`src/rtl/pc_bpred_if.sv`:
```
// Fetch-side bundle for pc_bpred.
// Purpose : groups the fetch handshake, the redirect inputs and the
//           branch-update strobe so the PC block and its neighbours share
//           one typed connection.
// Modports: master - the PC generator (drives fetch_*; receives ready,
//                    redirects and branch updates)
//           slave  - the IF/EX/trap side (the mirror image)
// Signals : fetch_ready, fetch_valid, fetch_pc, fetch_pred_taken,
//           fetch_pred_target, trap_take, trap_pc, mispredict, redirect_pc,
//           bu_valid, bu_pc, bu_taken, bu_target
interface pc_bpred_if #(
  parameter int PC_WIDTH = 32
);
  logic                fetch_ready;
  logic                fetch_valid;
  logic [PC_WIDTH-1:0] fetch_pc;
  logic                fetch_pred_taken;
  logic [PC_WIDTH-1:0] fetch_pred_target;
  logic                trap_take;
  logic [PC_WIDTH-1:0] trap_pc;
  logic                mispredict;
  logic [PC_WIDTH-1:0] redirect_pc;
  logic                bu_valid;
  logic [PC_WIDTH-1:0] bu_pc;
  logic                bu_taken;
  logic [PC_WIDTH-1:0] bu_target;

  modport master (
    output fetch_valid, fetch_pc, fetch_pred_taken, fetch_pred_target,
    input  fetch_ready, trap_take, trap_pc, mispredict, redirect_pc,
           bu_valid, bu_pc, bu_taken, bu_target
  );

  modport slave (
    input  fetch_valid, fetch_pc, fetch_pred_taken, fetch_pred_target,
    output fetch_ready, trap_take, trap_pc, mispredict, redirect_pc,
           bu_valid, bu_pc, bu_taken, bu_target
  );
endinterface

```
`src/rtl/pc_bpred.sv`:
```
// pc_bpred - fetch program counter with optional branch target buffer.
// Purpose : holds the fetch PC, offers it to IF under a valid/ready
//           handshake and selects the next PC from trap, mispredict
//           redirect, BTB prediction or sequential step.
// Ports   : clk - clock
//           rst - synchronous active-high reset
//           bp  - pc_bpred_if.master (fetch handshake, redirects, updates)
// Option  : define PC_BTB_EN to build the direct-mapped BTB with 2-bit
//           saturating counters. Without it the prediction outputs are 0,
//           bu_* is ignored and next-PC is trap > mispredict > step > hold.
module pc_bpred #(
  parameter int                  PC_WIDTH   = 32,
  parameter logic [PC_WIDTH-1:0] RESET_PC   = '0,
  parameter int                  INST_BYTES = 4,
  parameter int                  BTB_DEPTH  = 16
) (
  input logic        clk,
  input logic        rst,
  pc_bpred_if.master bp
);
  localparam int OFS_W = $clog2(INST_BYTES);
  localparam int IDX_W = $clog2(BTB_DEPTH);
  localparam int TAG_W = PC_WIDTH - IDX_W - OFS_W;
  localparam logic [PC_WIDTH-1:0] STEP       = PC_WIDTH'(INST_BYTES);
  localparam logic [PC_WIDTH-1:0] ALIGN_MASK = ~PC_WIDTH'(INST_BYTES - 1);

  logic [PC_WIDTH-1:0] pc_q, pc_d;
  logic                valid_q;
  logic                accept;
  logic                pred_taken;
  logic [PC_WIDTH-1:0] pred_target;

  assign accept = valid_q & bp.fetch_ready;

  // Redirects win even without a handshake; stalled fetch holds the PC.
  always_comb begin
    pc_d = pc_q;
    if (bp.trap_take)
      pc_d = bp.trap_pc & ALIGN_MASK;
    else if (bp.mispredict)
      pc_d = bp.redirect_pc & ALIGN_MASK;
    else if (accept && pred_taken)
      pc_d = pred_target;
    else if (accept)
      pc_d = pc_q + STEP;
  end

  always_ff @(posedge clk) begin
    if (rst) begin
      pc_q    <= RESET_PC;
      valid_q <= 1'b0;
    end else begin
      pc_q    <= pc_d;
      valid_q <= 1'b1;
    end
  end

  assign bp.fetch_valid       = valid_q;
  assign bp.fetch_pc          = pc_q;
  assign bp.fetch_pred_taken  = pred_taken;
  assign bp.fetch_pred_target = pred_target;

`ifdef PC_BTB_EN
  logic [BTB_DEPTH-1:0] btb_v_q;
  logic [TAG_W-1:0]     btb_tag_q [BTB_DEPTH];
  logic [PC_WIDTH-1:0]  btb_tgt_q [BTB_DEPTH];
  logic [1:0]           btb_ctr_q [BTB_DEPTH];

  logic [IDX_W-1:0] lk_idx, up_idx;
  logic [TAG_W-1:0] lk_tag, up_tag;
  logic             lk_hit, up_hit;
  logic             unused_bu;

  assign lk_idx = pc_q[OFS_W +: IDX_W];
  assign lk_tag = pc_q[PC_WIDTH-1 -: TAG_W];
  assign lk_hit = btb_v_q[lk_idx] && (btb_tag_q[lk_idx] == lk_tag);

  assign pred_taken  = lk_hit && btb_ctr_q[lk_idx][1];
  assign pred_target = pred_taken ? btb_tgt_q[lk_idx] : '0;

  assign up_idx = bp.bu_pc[OFS_W +: IDX_W];
  assign up_tag = bp.bu_pc[PC_WIDTH-1 -: TAG_W];
  assign up_hit = btb_v_q[up_idx] && (btb_tag_q[up_idx] == up_tag);

  // Offset bits of a branch PC never select an entry.
  assign unused_bu = ^bp.bu_pc[OFS_W-1:0];

  // Only the valid bits need reset; tag/target/ctr are qualified by them.
  always_ff @(posedge clk) begin
    if (rst)
      btb_v_q <= '0;
    else if (bp.bu_valid && !up_hit && bp.bu_taken)
      btb_v_q[up_idx] <= 1'b1;
  end

  always_ff @(posedge clk) begin
    if (!rst && bp.bu_valid) begin
      if (up_hit) begin
        if (bp.bu_taken) begin
          btb_tgt_q[up_idx] <= bp.bu_target & ALIGN_MASK;
          if (btb_ctr_q[up_idx] != 2'd3)
            btb_ctr_q[up_idx] <= btb_ctr_q[up_idx] + 2'd1;
        end else if (btb_ctr_q[up_idx] != 2'd0) begin
          btb_ctr_q[up_idx] <= btb_ctr_q[up_idx] - 2'd1;
        end
      end else if (bp.bu_taken) begin
        // Allocation evicts whatever aliased into this slot, weakly taken.
        btb_tag_q[up_idx] <= up_tag;
        btb_tgt_q[up_idx] <= bp.bu_target & ALIGN_MASK;
        btb_ctr_q[up_idx] <= 2'd2;
      end
    end
  end
`else
  logic unused_bu;

  assign pred_taken  = 1'b0;
  assign pred_target = '0;
  assign unused_bu   = ^{bp.bu_valid, bp.bu_pc, bp.bu_taken, bp.bu_target};
`endif

endmodule

```
`src/flat_wrapper.sv`:
```
// flat-port wrapper written by rule: the top's interface ports become plain ports
module pc_bpred_flat 
#(
  parameter int                  PC_WIDTH   = 32,
  parameter logic [PC_WIDTH-1:0] RESET_PC   = '0,
  parameter int                  INST_BYTES = 4,
  parameter int                  BTB_DEPTH  = 16
)
  (clk, rst, bp_fetch_valid, bp_fetch_pc, bp_fetch_pred_taken, bp_fetch_pred_target, bp_fetch_ready, bp_trap_take, bp_trap_pc, bp_mispredict, bp_redirect_pc, bp_bu_valid, bp_bu_pc, bp_bu_taken, bp_bu_target);
  pc_bpred_if #(.PC_WIDTH(PC_WIDTH)) bp_i ();
  input logic clk;
  input logic rst;
  output wire logic [$bits(bp_i.fetch_valid)-1:0] bp_fetch_valid;
  output wire logic [$bits(bp_i.fetch_pc)-1:0] bp_fetch_pc;
  output wire logic [$bits(bp_i.fetch_pred_taken)-1:0] bp_fetch_pred_taken;
  output wire logic [$bits(bp_i.fetch_pred_target)-1:0] bp_fetch_pred_target;
  input wire logic [$bits(bp_i.fetch_ready)-1:0] bp_fetch_ready;
  input wire logic [$bits(bp_i.trap_take)-1:0] bp_trap_take;
  input wire logic [$bits(bp_i.trap_pc)-1:0] bp_trap_pc;
  input wire logic [$bits(bp_i.mispredict)-1:0] bp_mispredict;
  input wire logic [$bits(bp_i.redirect_pc)-1:0] bp_redirect_pc;
  input wire logic [$bits(bp_i.bu_valid)-1:0] bp_bu_valid;
  input wire logic [$bits(bp_i.bu_pc)-1:0] bp_bu_pc;
  input wire logic [$bits(bp_i.bu_taken)-1:0] bp_bu_taken;
  input wire logic [$bits(bp_i.bu_target)-1:0] bp_bu_target;
  assign bp_fetch_valid = bp_i.fetch_valid;
  assign bp_fetch_pc = bp_i.fetch_pc;
  assign bp_fetch_pred_taken = bp_i.fetch_pred_taken;
  assign bp_fetch_pred_target = bp_i.fetch_pred_target;
  assign bp_i.fetch_ready = bp_fetch_ready;
  assign bp_i.trap_take = bp_trap_take;
  assign bp_i.trap_pc = bp_trap_pc;
  assign bp_i.mispredict = bp_mispredict;
  assign bp_i.redirect_pc = bp_redirect_pc;
  assign bp_i.bu_valid = bp_bu_valid;
  assign bp_i.bu_pc = bp_bu_pc;
  assign bp_i.bu_taken = bp_bu_taken;
  assign bp_i.bu_target = bp_bu_target;
  pc_bpred #(.PC_WIDTH(PC_WIDTH), .RESET_PC(RESET_PC), .INST_BYTES(INST_BYTES), .BTB_DEPTH(BTB_DEPTH)) u_core (.clk(clk), .rst(rst), .bp(bp_i));
endmodule
```
`config.mk`:
```
export PLATFORM = sky130hd
export DESIGN_NAME = pc_bpred_flat
export DESIGN_NICKNAME = d
export VERILOG_FILES = /design/src/rtl/pc_bpred_if.sv /design/src/rtl/pc_bpred.sv /design/src/flat_wrapper.sv
export SDC_FILE = /design/constraint.sdc
export NUM_CORES = 1
export LEC_CHECK = 0
export ABC_AREA = 1
export BUFFER_PORTS_ARGS = -buffer_cell sky130_fd_sc_hd__buf_4
export CORE_ASPECT_RATIO = 0.8
export CORE_MARGIN = 10
export CORE_UTILIZATION = 46
export CTS_CLUSTER_SIZE = 20
export DETAILED_ROUTE_END_ITERATION = 12
export GPL_TIMING_DRIVEN = 0
export PLACE_DENSITY_LB_ADDON = 0.15
export RECOVER_POWER = 25
export SLEW_MARGIN = 10
export SYNTH_ARGS = -nofsm -noshare
export SYNTH_HDL_FRONTEND = slang
export SYNTH_SLANG_ARGS = --single-unit
export TNS_END_PERCENT = 30
```
`constraint.sdc`:
```
create_clock -name clk -period 2.6 [get_ports clk]
set_input_delay 0.65 -clock clk [delete_from_list [all_inputs] [get_ports clk]]
set_output_delay 0.65 -clock clk [all_outputs]
set_load 0.01 [all_outputs]
```
# ---- Word-level counts from Yosys, hierarchy flattened
# Cells that the tools add are included.
dict set report totals {
  in_bits 135
  elab_cells 11
  register_bits 33
}
dict set report classes {
  muxes 4
  n_bitwise 1
  reduce_logical 2
  add_sub_neg 1
}
# op n
set ops {}
lappend ops {{two-way mux 32 bit} 3}
lappend ops {{adder 32 x 3 -> 32 bit, second input constant} 1}
lappend ops {{nonzero test 3 bit} 1}
lappend ops {{OR reduction 3 bit} 1}
lappend ops {{bitwise AND 1 bit} 1}
lappend ops {{two-way mux 1 bit} 1}

# ---- Logic depth before layout (Yosys ltp)
# Gate-level depths: netlist (run 1).
dict set report logic_depth {
  ltp_word 4
  mapped_depth 10
}

# ---- Worst setup path after synthesis (run 1)
# Ideal clock, no wire load.
dict set report synth_timing {
  path_type {input to register}
  startpoint {input bp_mispredict}
  endpoint {register u_core.pc_q[17] (netlist: u_core.bp.fetch_pc[17])}
  cell_stages 10
  arrival_ps 1478
  slack_ps 994
  setup_time_ps 128
  path_cell_list {buf_6 inv_6 nand2_4 inv_4 nor2_1 inv_1 buf_4 nor2_1 a21oi_1 nor2_1}
}
dict set report synth_via {
  elab_chain_len 2
  word_cells_on_any_way 3
  cone_classes {mux (2); reduce/logical (1)}
}
# element line_no
set synth_rtl {}
lappend synth_rtl {{start, declared} flat_wrapper.sv:20} ;# input wire logic [$bits(bp_i.mispredict)-1:0] bp_mispredict;
lappend synth_rtl {{two-way mux 32 bit} pc_bpred.sv:40} ;# else if (bp.mispredict)
lappend synth_rtl {{two-way mux 32 bit} pc_bpred.sv:38} ;# if (bp.trap_take)
lappend synth_rtl {{end signal, assigned} pc_bpred.sv:53} ;# pc_q <= pc_d;
lappend synth_rtl {{end, declared} pc_bpred.sv:27} ;# logic [PC_WIDTH-1:0] pc_q, pc_d;
# Parallel ways exist; a longest one is shown, timed or not.
# A chain may end at the register's enable or synchronous reset.

# ---- Worst setup path after layout (run 1)
dict set report layout_timing {
  startpoint {input bp_trap_take}
  endpoint {register u_core.pc_q[16] (netlist: u_core.bp.fetch_pc[16])}
}
dict set report layout_via {
  elab_chain_len 1
  word_cells_on_any_way 2
  cone_classes {mux (1); reduce/logical (1)}
}
# element line_no
set layout_rtl {}
lappend layout_rtl {{start, declared} flat_wrapper.sv:18} ;# input wire logic [$bits(bp_i.trap_take)-1:0] bp_trap_take;
lappend layout_rtl {{nonzero test 3 bit (no source line) / two-way mux 32 bit (equally long branches)} n/a}
# Parallel ways exist; a longest one is shown, timed or not.

==> results of run 1 <==
==> worst max path at each step <==
stage	start	endpoint	slack [ns]
after floorplan	bp_mispredict	u_core.bp.fetch_pc[17]$_SDFFE_PP0P_	0.99
after global placement	bp_mispredict	u_core.bp.fetch_pc[28]$_SDFFE_PP0P_	0.74
after detailed placement	bp_mispredict	u_core.bp.fetch_pc[26]$_SDFFE_PP0P_	0.71
after CTS	u_core.bp.fetch_pc[2]$_SDFFE_PP0P_	u_core.bp.fetch_pc[26]$_SDFFE_PP0P_	0.76
after global routing	bp_trap_take	u_core.bp.fetch_pc[17]$_SDFFE_PP0P_	0.57
final	bp_trap_take	u_core.bp.fetch_pc[16]$_SDFFE_PP0P_	0.69
==> critical path: cells and delay by family <==
| kind | cells | cell delay (ns) |
|---|---|---|
| compound gates | 2 | 0.28 |
| buf+inv | 3 | 0.92 |
| simple gates | 2 | 0.20 |
==> cells in the mapped netlist (all sizes together), types with 2 or more instances <==
cell / number / area [um^2]
xor2: 5 / 43.8
clkbuf: 7 / 30.0
nand2: 124 / 510
o21bai: 2 / 22.5
a31oi: 6 / 37.5
inv: 42 / 165
nor2: 95 / 432
a22o: 3 / 26.3
xnor2: 3 / 26.3
o21ai: 37 / 185
o211ai: 2 / 15.0
dfxtp: 31 / 621
o2111ai: 2 / 17.5
buf: 46 / 329
a21oi: 29 / 153
nor3: 5 / 25.0
nand3: 39 / 205
==> kinds of logic (layout without fill, tap and decap cells) <==
| family | after synthesis | in the layout |
|---|---|---|
| and+or+nand+nor | 266 | 266 |
| buffers and inverters | 95 | 193 |
| AOI/OAI and AO/OA | 81 | 81 |
| DFF | 31 | 31 |
| xor gates and xnor gates | 8 | 8 |
| adders and majority gates | 1 | 1 |
| other | 1 | 35 |
==> metrics by stage <==
step                cell area (um^2)  setup WS (ns)  power, W  utilization
floorplan                       3010          0.994  0.000821            -
global placement                3800          0.737   0.00101        0.634
detailed placement              3800          0.713   0.00102        0.634
CTS                             3880          0.760   0.00138        0.646
global route                    3830          0.565   0.00145        0.638
finish                          3830          0.692   0.00138        0.638
==> registers in the layout, summed over array words and instances, names as in the netlist <==
| name | flops |
|---|---|
| u_core.bp.fetch_pc | 30 |
| u_core.bp.fetch_valid | 1 |
==> final cells by class <==
cell class              instances  area (um^2)  area share
plain buffers                  53          357      0.0931
inverters                      42          165      0.0431
repair buffers                 92          646       0.169
clock buffers                   6         72.6      0.0189
multi-input cells             391         1870       0.488
well taps                      81          101      0.0265
flip-flops and latches         31          621       0.162
==> power by group <==
group          internal [W]  switching (W)
clock network      0.000179       0.000199
logic              0.000205       0.000231
registers          0.000511      0.0000568
total              0.000895       0.000487
==> per-layer routing <==
layer | part of all wire | GRT usage
met5 | 0 | 0
met4 | 0.0058 | 0.0373
met3 | 0.092 | 0.0585
met2 | 0.46 | 0.340
met1 | 0.45 | 0.289
==> run_results.csv, run 1 <==
group,metric,value,unit
worst_setup_path,start_kind,"input pin",
cts,clock_sinks,31,
place,dp_hpwl,9150,um
cts,root_buffer,"clkbuf_8",
worst_hold_path,hold_end,"u_core.bp.fetch_pc[11]$_SDFFE_PP0P_",
place,dp_cells,690,
yosys,yosysSeqAreaShare,0.215,
sta,final-max-slew-violation-count,0,
sta,tns,0,ns
cts,holdBufCountCts,0,
global_routing,grt_overflow_total,0,
sta,skew,0.00944,ns
floorplanning,fp.dieH,90.8,um
sta,fmax,524,MHz
worst_setup_path,crit_top_cell,"clkbuf_1",
finish,instances_no_fill,696,
drt,wl_per_cell,16.1,um
cts,cts-resized-gates,0,
worst_setup_path,r2r_start,"u_core.bp.fetch_pc[2]$_SDFFE_PP0P_",
finish,syn_to_final_growth,32.7,%
place,portBuffers,92,
finish,drive_above_1_share,0.270,
worst_setup_path,cp_slowest_cell,"clkbuf_1",
worst_setup_path,r2r_slack,0.77,ns
cts,cts_made_buffers,5,
worst_hold_path,hp-class,"reg -> reg",
yosys,ys_seq_elements,31,
yosys,synth_edf_count,0,
worst_setup_path,worstSetupPathType,"in -> reg",
drt,vias,3492,
sta,tightest_slew,0.624,ns
finish,layout_commonest_cell,"buf_4",
outcome,status,"completed",
pwr,ir_drop,0.000241,V
worst_setup_path,rr_worst_depth,10,
global_routing,antenna_found_initial,0,
drt,drt_iter0_drc,227,
drt,ant_nets,0,
sta,finalCritPeriodShare,0.734,
yosys,synth-simple-area-share,0.415,
yosys,synth_xor_area_frac,0.0243,
cts,insertion_delay,0.29,ns
global_routing,grt.total_usage,0.216,
sta,post-route-min-period,1.91,ns
cts,clockBufferDepth,2,
sta,finalSetupViolCount,0,
floorplanning,io_pins,201,
worst_setup_path,path_cells,"clkbuf_1, inv_1, nand2_4, clkbuf_1, o21ai_0, a21oi_1, nor2_1",
worst_hold_path,hold_depth,2,
sta,rsz0062_at_grt,"false",
cts,clk_pin_slew,0.08,ns
yosys,ys_types,35,
yosys,syn_avg_cell_area,5.97,um^2
flow_run,cap_violations,0,
place,place.gp.congestion,0.938,
floorplanning,num_rows,25,
yosys,synth_area,2890,um^2
floorplanning,chipWidth,109,um
sta,slew_headroom,0.584,
floorplanning,start_util,0.480,
sta,hold_viol,0,
global_routing,grt_pass1_wl,17100,um
yosys,muxShareOfSynthArea,0,
worst_setup_path,critical_path_required,2.75,ns
cts,h-tree-depth,2,
finish,final_nets,752,
drt,wl,11200,um
yosys,ys_async_sr_fraction,0,
drt,via_per_inst,5.02,
pwr,power_density,361,nW/um^2
yosys,synth_compound_area_frac,0.158,
finish,n_fill_cell,589,
global_routing,grt_pass1_vias,3327,
worst_setup_path,crit_fanout,10,
drt,dr.pass1.iters,5,
finish,antennaDiodeCount,0,
yosys,synth-main-ff-cell,"dfxtp_1",
worst_setup_path,slowest_delay,0.41,ns
cts,cts_tree,"built",
yosys,synthAdderAreaFrac,0.00434,
worst_setup_path,critPathArrivalTime,2.05,ns
cts,cts_setup_buffers,0,
worst_hold_path,hold_start,"u_core.bp.fetch_pc[11]$_SDFFE_PP0P_",
floorplanning,core,6010,um^2
global_routing,grt_max_degree,11,
sta,timing.hold.ws,0.569,ns
floorplanning,die-area,9860,um^2
pwr,power.leakage,1.76,nW
worst_setup_path,crit_path_end_kind,"flop",
yosys,synth_top_family_by_area,"simple AND/OR/NAND/NOR gates",
finish,final_cell_mix,"buf_4, nand2_1, nor2_1",
yosys,yosysWarnings,0,
worst_setup_path,r2r_end,"u_core.bp.fetch_pc[26]$_SDFFE_PP0P_",
drt,route.detailed.drc,0,
yosys,syn_inst,483,
(Power assumes the default switching activity.)
==> run 2, diff against run 1 <==
- CORE_UTILIZATION: 46 -> 42
- clock period: 2.6 -> 1.85 ns (I/O delays scaled with it)
==> run_results.csv, run 2 (synthesis results as in run 1) <==
group,metric,value,unit
drt,dr_wl_met3,1040,um
place,place_area,3810,um^2
worst_setup_path,crit_fanout,6,
worst_setup_path,start_kind,"flop",
floorplanning,fp.dieH,94.1,um
cts,cts_made_buffers,5,
drt,route.detailed.drc,0,
worst_setup_path,critPathArrivalTime,1.82,ns
drt,drt-met1-wl,4950,um
cts,cts_setup_buffers,0,
worst_setup_path,crit_path_end_kind,"flop",
floorplanning,chipWidth,113,um
drt,dr.pass1.iters,5,
finish,final_cell_mix,"buf_4, nand2_1, nor2_1",
worst_hold_path,hp-class,"in -> reg",
worst_setup_path,r2r_slack,0.18,ns
finish,drive_above_1_share,0.297,
pwr,ir_drop,0.000351,V
global_routing,antenna_found_initial,0,
sta,hold_viol,0,
cts,h-tree-depth,2,
floorplanning,num_rows,26,
place,portBuffers,92,
cts,cts_tree,"built",
sta,fmax,598,MHz
drt,via_per_inst,4.83,
worst_setup_path,rr_worst_depth,10,
cts,clock_sinks,31,
global_routing,grt.total_usage,0.200,
finish,largest_reg_flops,30,
global_routing,grt_max_degree,11,
worst_hold_path,hold_start,"bp_trap_pc[6]",
sta,skew,0.00436,ns
sta,tightest_slew,0.645,ns
global_routing,grt_pass1_vias,3242,
worst_setup_path,critical_path_required,1.99,ns
cts,insertion_delay,0.29,ns
finish,final_nets,752,
finish,multi_input_area,1870,um^2
drt,wl_met2,5040,um
outcome,status,"completed",
cts,clockBufferDepth,2,
sta,fin_ws,0.178,ns
pwr,power.leakage,1.82,nW
worst_setup_path,worstSetupPathType,"reg -> reg",
floorplanning,core,6540,um^2
pwr,finalPower,0.00205,W
place,dp_slack,0.0781,ns
worst_hold_path,hold_depth,3,
finish,seqCellArea,623,um^2
drt,vias,3383,
global_routing,grt_pass1_wl,17200,um
flow_run,cap_violations,0,
sta,finalSetupViolCount,0,
pwr,power_density,524,nW/um^2
cts,clk_pin_slew,0.08,ns
sta,finalCritPeriodShare,0.904,
floorplanning,io_pins,201,
global_routing,grt_overflow_total,0,
place,dp_hpwl,9140,um
drt,wl,11100,um
sta,final-max-slew-violation-count,0,
place,place.gp.congestion,0.891,
finish,n_fill_cell,671,
worst_hold_path,hold_end,"u_core.bp.fetch_pc[6]$_SDFFE_PP0P_",
sta,slew_headroom,0.570,
floorplanning,die-area,10600,um^2
finish,layout_commonest_cell,"buf_4",
finish,antennaDiodeCount,0,
finish,syn_to_final_growth,35.3,%
cts,root_buffer,"clkbuf_8",
drt,top_layer_used,"met4",
drt,ant_nets,0,
sta,post-route-min-period,1.67,ns
drt,wl_per_cell,15.8,um
drt,drt_iter0_drc,236,
finish,finalInstanceArea,3910,um^2
worst_setup_path,r2r_end,"u_core.bp.fetch_pc[20]$_SDFFE_PP0P_",
floorplanning,start_util,0.441,
worst_setup_path,r2r_start,"u_core.bp.fetch_pc[2]$_SDFFE_PP0P_",
## run 2: critical path: stages, from the launching register on
cell,delay [ns]
dfxtp_2,0.39
ha_2,0.24
inv_1,0.10
nor2_4,0.19
nand2_2,0.15
nor2_1,0.12
nand3_1,0.08
nand3_1,0.10
nand2_1,0.06
nand2_1,0.05
a21oi_1,0.06
## run 2: how the worst max path moves through the flow
stage	endpoint	slack, ns	depth (start not counted)	start
after floorplan	u_core.bp.fetch_pc[26]$_SDFFE_PP0P_	0.31	10	u_core.bp.fetch_pc[2]$_SDFFE_PP0P_
after global placement	u_core.bp.fetch_pc[20]$_SDFFE_PP0P_	0.11	10	u_core.bp.fetch_pc[2]$_SDFFE_PP0P_
after detailed placement	u_core.bp.fetch_pc[20]$_SDFFE_PP0P_	0.08	10	u_core.bp.fetch_pc[2]$_SDFFE_PP0P_
after CTS	u_core.bp.fetch_pc[20]$_SDFFE_PP0P_	0.05	10	u_core.bp.fetch_pc[2]$_SDFFE_PP0P_
after global routing	u_core.bp.fetch_pc[20]$_SDFFE_PP0P_	-0.002	10	u_core.bp.fetch_pc[2]$_SDFFE_PP0P_
final	u_core.bp.fetch_pc[20]$_SDFFE_PP0P_	0.18	10	u_core.bp.fetch_pc[2]$_SDFFE_PP0P_
## run 2: repair_timing
action	4_1_cts	5_1_grt
endpoints found under the setup margin	0	6
resized for setup	0	4
hold buffers	0	0
## run 2: stage by stage
| stage | setup TNS [ns] | hold slack, ns | util | instances |
|---|---|---|---|---|
| after floorplan | 0 | 0.530 | - | 517 |
| final | 0 | 0.451 | 0.597 | 701 |
| after global routing | -0.00157 | 0.453 | 0.597 | 701 |
| after global placement | 0 | 0.554 | 0.582 | 693 |
| after CTS | 0 | 0.446 | 0.598 | 701 |
| after detailed placement | 0 | 0.562 | 0.582 | 693 |
## run 2: cell type report
| type | count | share of cell area |
|---|---|---|
| multi-input cells | 391 | 0.480 |
| repair buffers | 92 | 0.174 |
| flip-flops and latches | 31 | 0.160 |
| plain buffers | 53 | 0.0920 |
| inverters | 42 | 0.0423 |
| well taps | 84 | 0.0269 |
| clock buffers | 8 | 0.0256 |
## run 2: report_power, final
| group | internal, W | switching [W] | total, W | leakage, nW |
|---|---|---|---|---|
| logic | 0.000300 | 0.000322 | 0.000622 | 1.51 |
| registers | 0.000718 | 0.0000773 | 0.000796 | 0.258 |
| clock network | 0.000340 | 0.000289 | 0.000629 | 0.0515 |
## run 2: routing by layer
metal  vias up  track usage
li1       1739            -
met5         -            0
met2       140        0.315
met4         0       0.0411
met1      1495        0.265
met3         9       0.0562
==> run 3, diff against run 2 <==
- PLACE_DENSITY_LB_ADDON: 0.15 -> 0.05
==> run_results.csv, run 3 (synthesis results as in run 1) <==
group,metric,value,unit
outcome,status,"completed",
global_routing,grt_max_degree,11,
floorplanning,fp.dieH,94.1,um
global_routing,antenna_found_initial,0,
global_routing,grt_pass1_wl,17000,um
worst_setup_path,critical_path_required,2.00,ns
drt,wl_per_cell,15.5,um
global_routing,grt.total_usage,0.196,
worst_setup_path,cp_slowest_cell,"dfxtp_1",
worst_setup_path,start_kind,"flop",
cts,h-tree-depth,2,
sta,finalCritPeriodShare,0.904,
drt,wl,10900,um
worst_setup_path,cp_num_buf_inv,2,
sta,rsz0062_at_grt,"false",
finish,instances_no_fill,701,
finish,syn_to_final_growth,34.0,%
floorplanning,core,6540,um^2
pwr,ir_drop,0.000270,V
floorplanning,chipWidth,113,um
cts,cts_setup_buffers,0,
worst_setup_path,critPathArrivalTime,1.82,ns
cts,cts_made_buffers,5,
finish,seqCellArea,622,um^2
place,portBuffers,92,
drt,dr.pass1.iters,5,
sta,post-route-min-period,1.67,ns
finish,drive_above_1_share,0.277,
finish,antennaDiodeCount,0,
place,place.gp.congestion,0.922,
sta,finalSetupViolCount,0,
floorplanning,start_util,0.441,
sta,slew_headroom,0.578,
worst_setup_path,crit_fanout,5,
pwr,power_density,526,nW/um^2
floorplanning,die-area,10600,um^2
floorplanning,io_pins,201,
finish,n_fill_cell,689,
sta,tightest_slew,0.633,ns
place,dp_hpwl,8940,um
drt,drt_iter0_drc,215,
worst_setup_path,worstSetupPathType,"reg -> reg",
cts,clockBufferDepth,2,
pwr,power.leakage,1.78,nW
finish,final_nets,752,
worst_setup_path,r2r_slack,0.18,ns
worst_setup_path,crit_path_end_kind,"flop",
finish,largest_reg_flops,30,
finish,final_cell_mix,"buf_4, nand2_1, nor2_1",
flow_run,cap_violations,0,
sta,tns,0,ns
global_routing,grt_pass1_vias,3334,
sta,hold_viol,0,
worst_setup_path,slowest_delay,0.40,ns
cts,root_buffer,"clkbuf_8",
drt,route.detailed.drc,0,
drt,via_per_inst,4.87,
sta,final-max-slew-violation-count,0,
finish,multi_input_area,1870,um^2
sta,skew,0.00478,ns
worst_setup_path,path_cells,"ha_2, inv_1, nor2_4, nand2_2, inv_1, nand2_1, nand2_1, nand3_1, a21oi_1, nor2_1",
drt,vias,3417,
worst_hold_path,hp-class,"in -> reg",
cts,clk_pin_slew,0.07,ns
finish,layout_commonest_cell,"buf_4",
cts,cts_tree,"built",
cts,clock_sinks,31,
worst_setup_path,crit_family,"simple AND/OR/NAND/NOR gates",
sta,fmax,598,MHz
global_routing,grt_overflow_total,0,
floorplanning,num_rows,26,
drt,ant_nets,0,
cts,insertion_delay,0.29,ns
cts,holdBufCountCts,0,
place,dp_cells,693,
==> run 3: cell types whose count changed in the layout (fill, tap and decap cells not counted), sizes merged <==
cell / delta
clkbuf: +10
buf: -10
==> run 3: worst reg2reg max path, stage by stage (launching register included) <==
cell     delay (ns)
dfxtp_1        0.40
ha_2           0.26
inv_1          0.10
nor2_4         0.19
nand2_2        0.14
inv_1          0.09
nand2_1        0.05
nand2_1        0.06
nand3_1        0.06
a21oi_1        0.14
nor2_1         0.05
==> run 3: per-stage QoR <==
step	utilization	hold slack, ns	setup slack, ns	power, W	area (um^2)
finish	0.591	0.455	0.178	0.00203	3870
floorplan	-	0.530	0.305	0.00115	3010
CTS	0.598	0.450	0.0858	0.00205	3910
global route	0.591	0.459	0.00264	0.00214	3870
global placement	0.582	0.561	0.120	0.00142	3810
detailed placement	0.582	0.562	0.104	0.00143	3810
==> run 3: final cells by class <==
type | instances | share of cell area
repair buffers | 92 | 0.167
plain buffers | 53 | 0.0926
clock buffers | 8 | 0.0259
multi-input cells | 391 | 0.484
inverters | 42 | 0.0427
flip-flops and latches | 31 | 0.161
well taps | 84 | 0.0272
==> run 3: layer usage <==
layer | GRT usage | vias up | wire (um)
li1 | - | 1738 | -
met1 | 0.260 | 1546 | 5080
met2 | 0.313 | 129 | 4850
met3 | 0.0530 | 4 | 886
met4 | 0.0359 | 0 | 59
met5 | 0 | - | 0
==> run 3: worst paths after layout <==
path | depth (start not counted) | endpoint | start
worst max-delay path | 10 | u_core.bp.fetch_pc[26]$_SDFFE_PP0P_ | u_core.bp.fetch_pc[3]$_SDFFE_PP0P_
worst max register to register | 10 | u_core.bp.fetch_pc[26]$_SDFFE_PP0P_ | u_core.bp.fetch_pc[3]$_SDFFE_PP0P_
worst min register to register | 2 | u_core.bp.fetch_pc[2]$_SDFFE_PP0P_ | u_core.bp.fetch_pc[2]$_SDFFE_PP0P_
worst min-delay path | 3 | u_core.bp.fetch_pc[10]$_SDFFE_PP0P_ | bp_trap_pc[10]
==> run 3: repair_timing <==
item / CTS / global route
gates resized for setup: 0 / 2
endpoints found under the setup margin: 0 / 3
endpoints found under the hold margin: 0 / 0
==> run 3: power by group <==
group | internal [W] | switching [W]
Combinational | 0.000289 | 0.000321
Clock | 0.000340 | 0.000286
Sequential | 0.000718 | 0.0000788
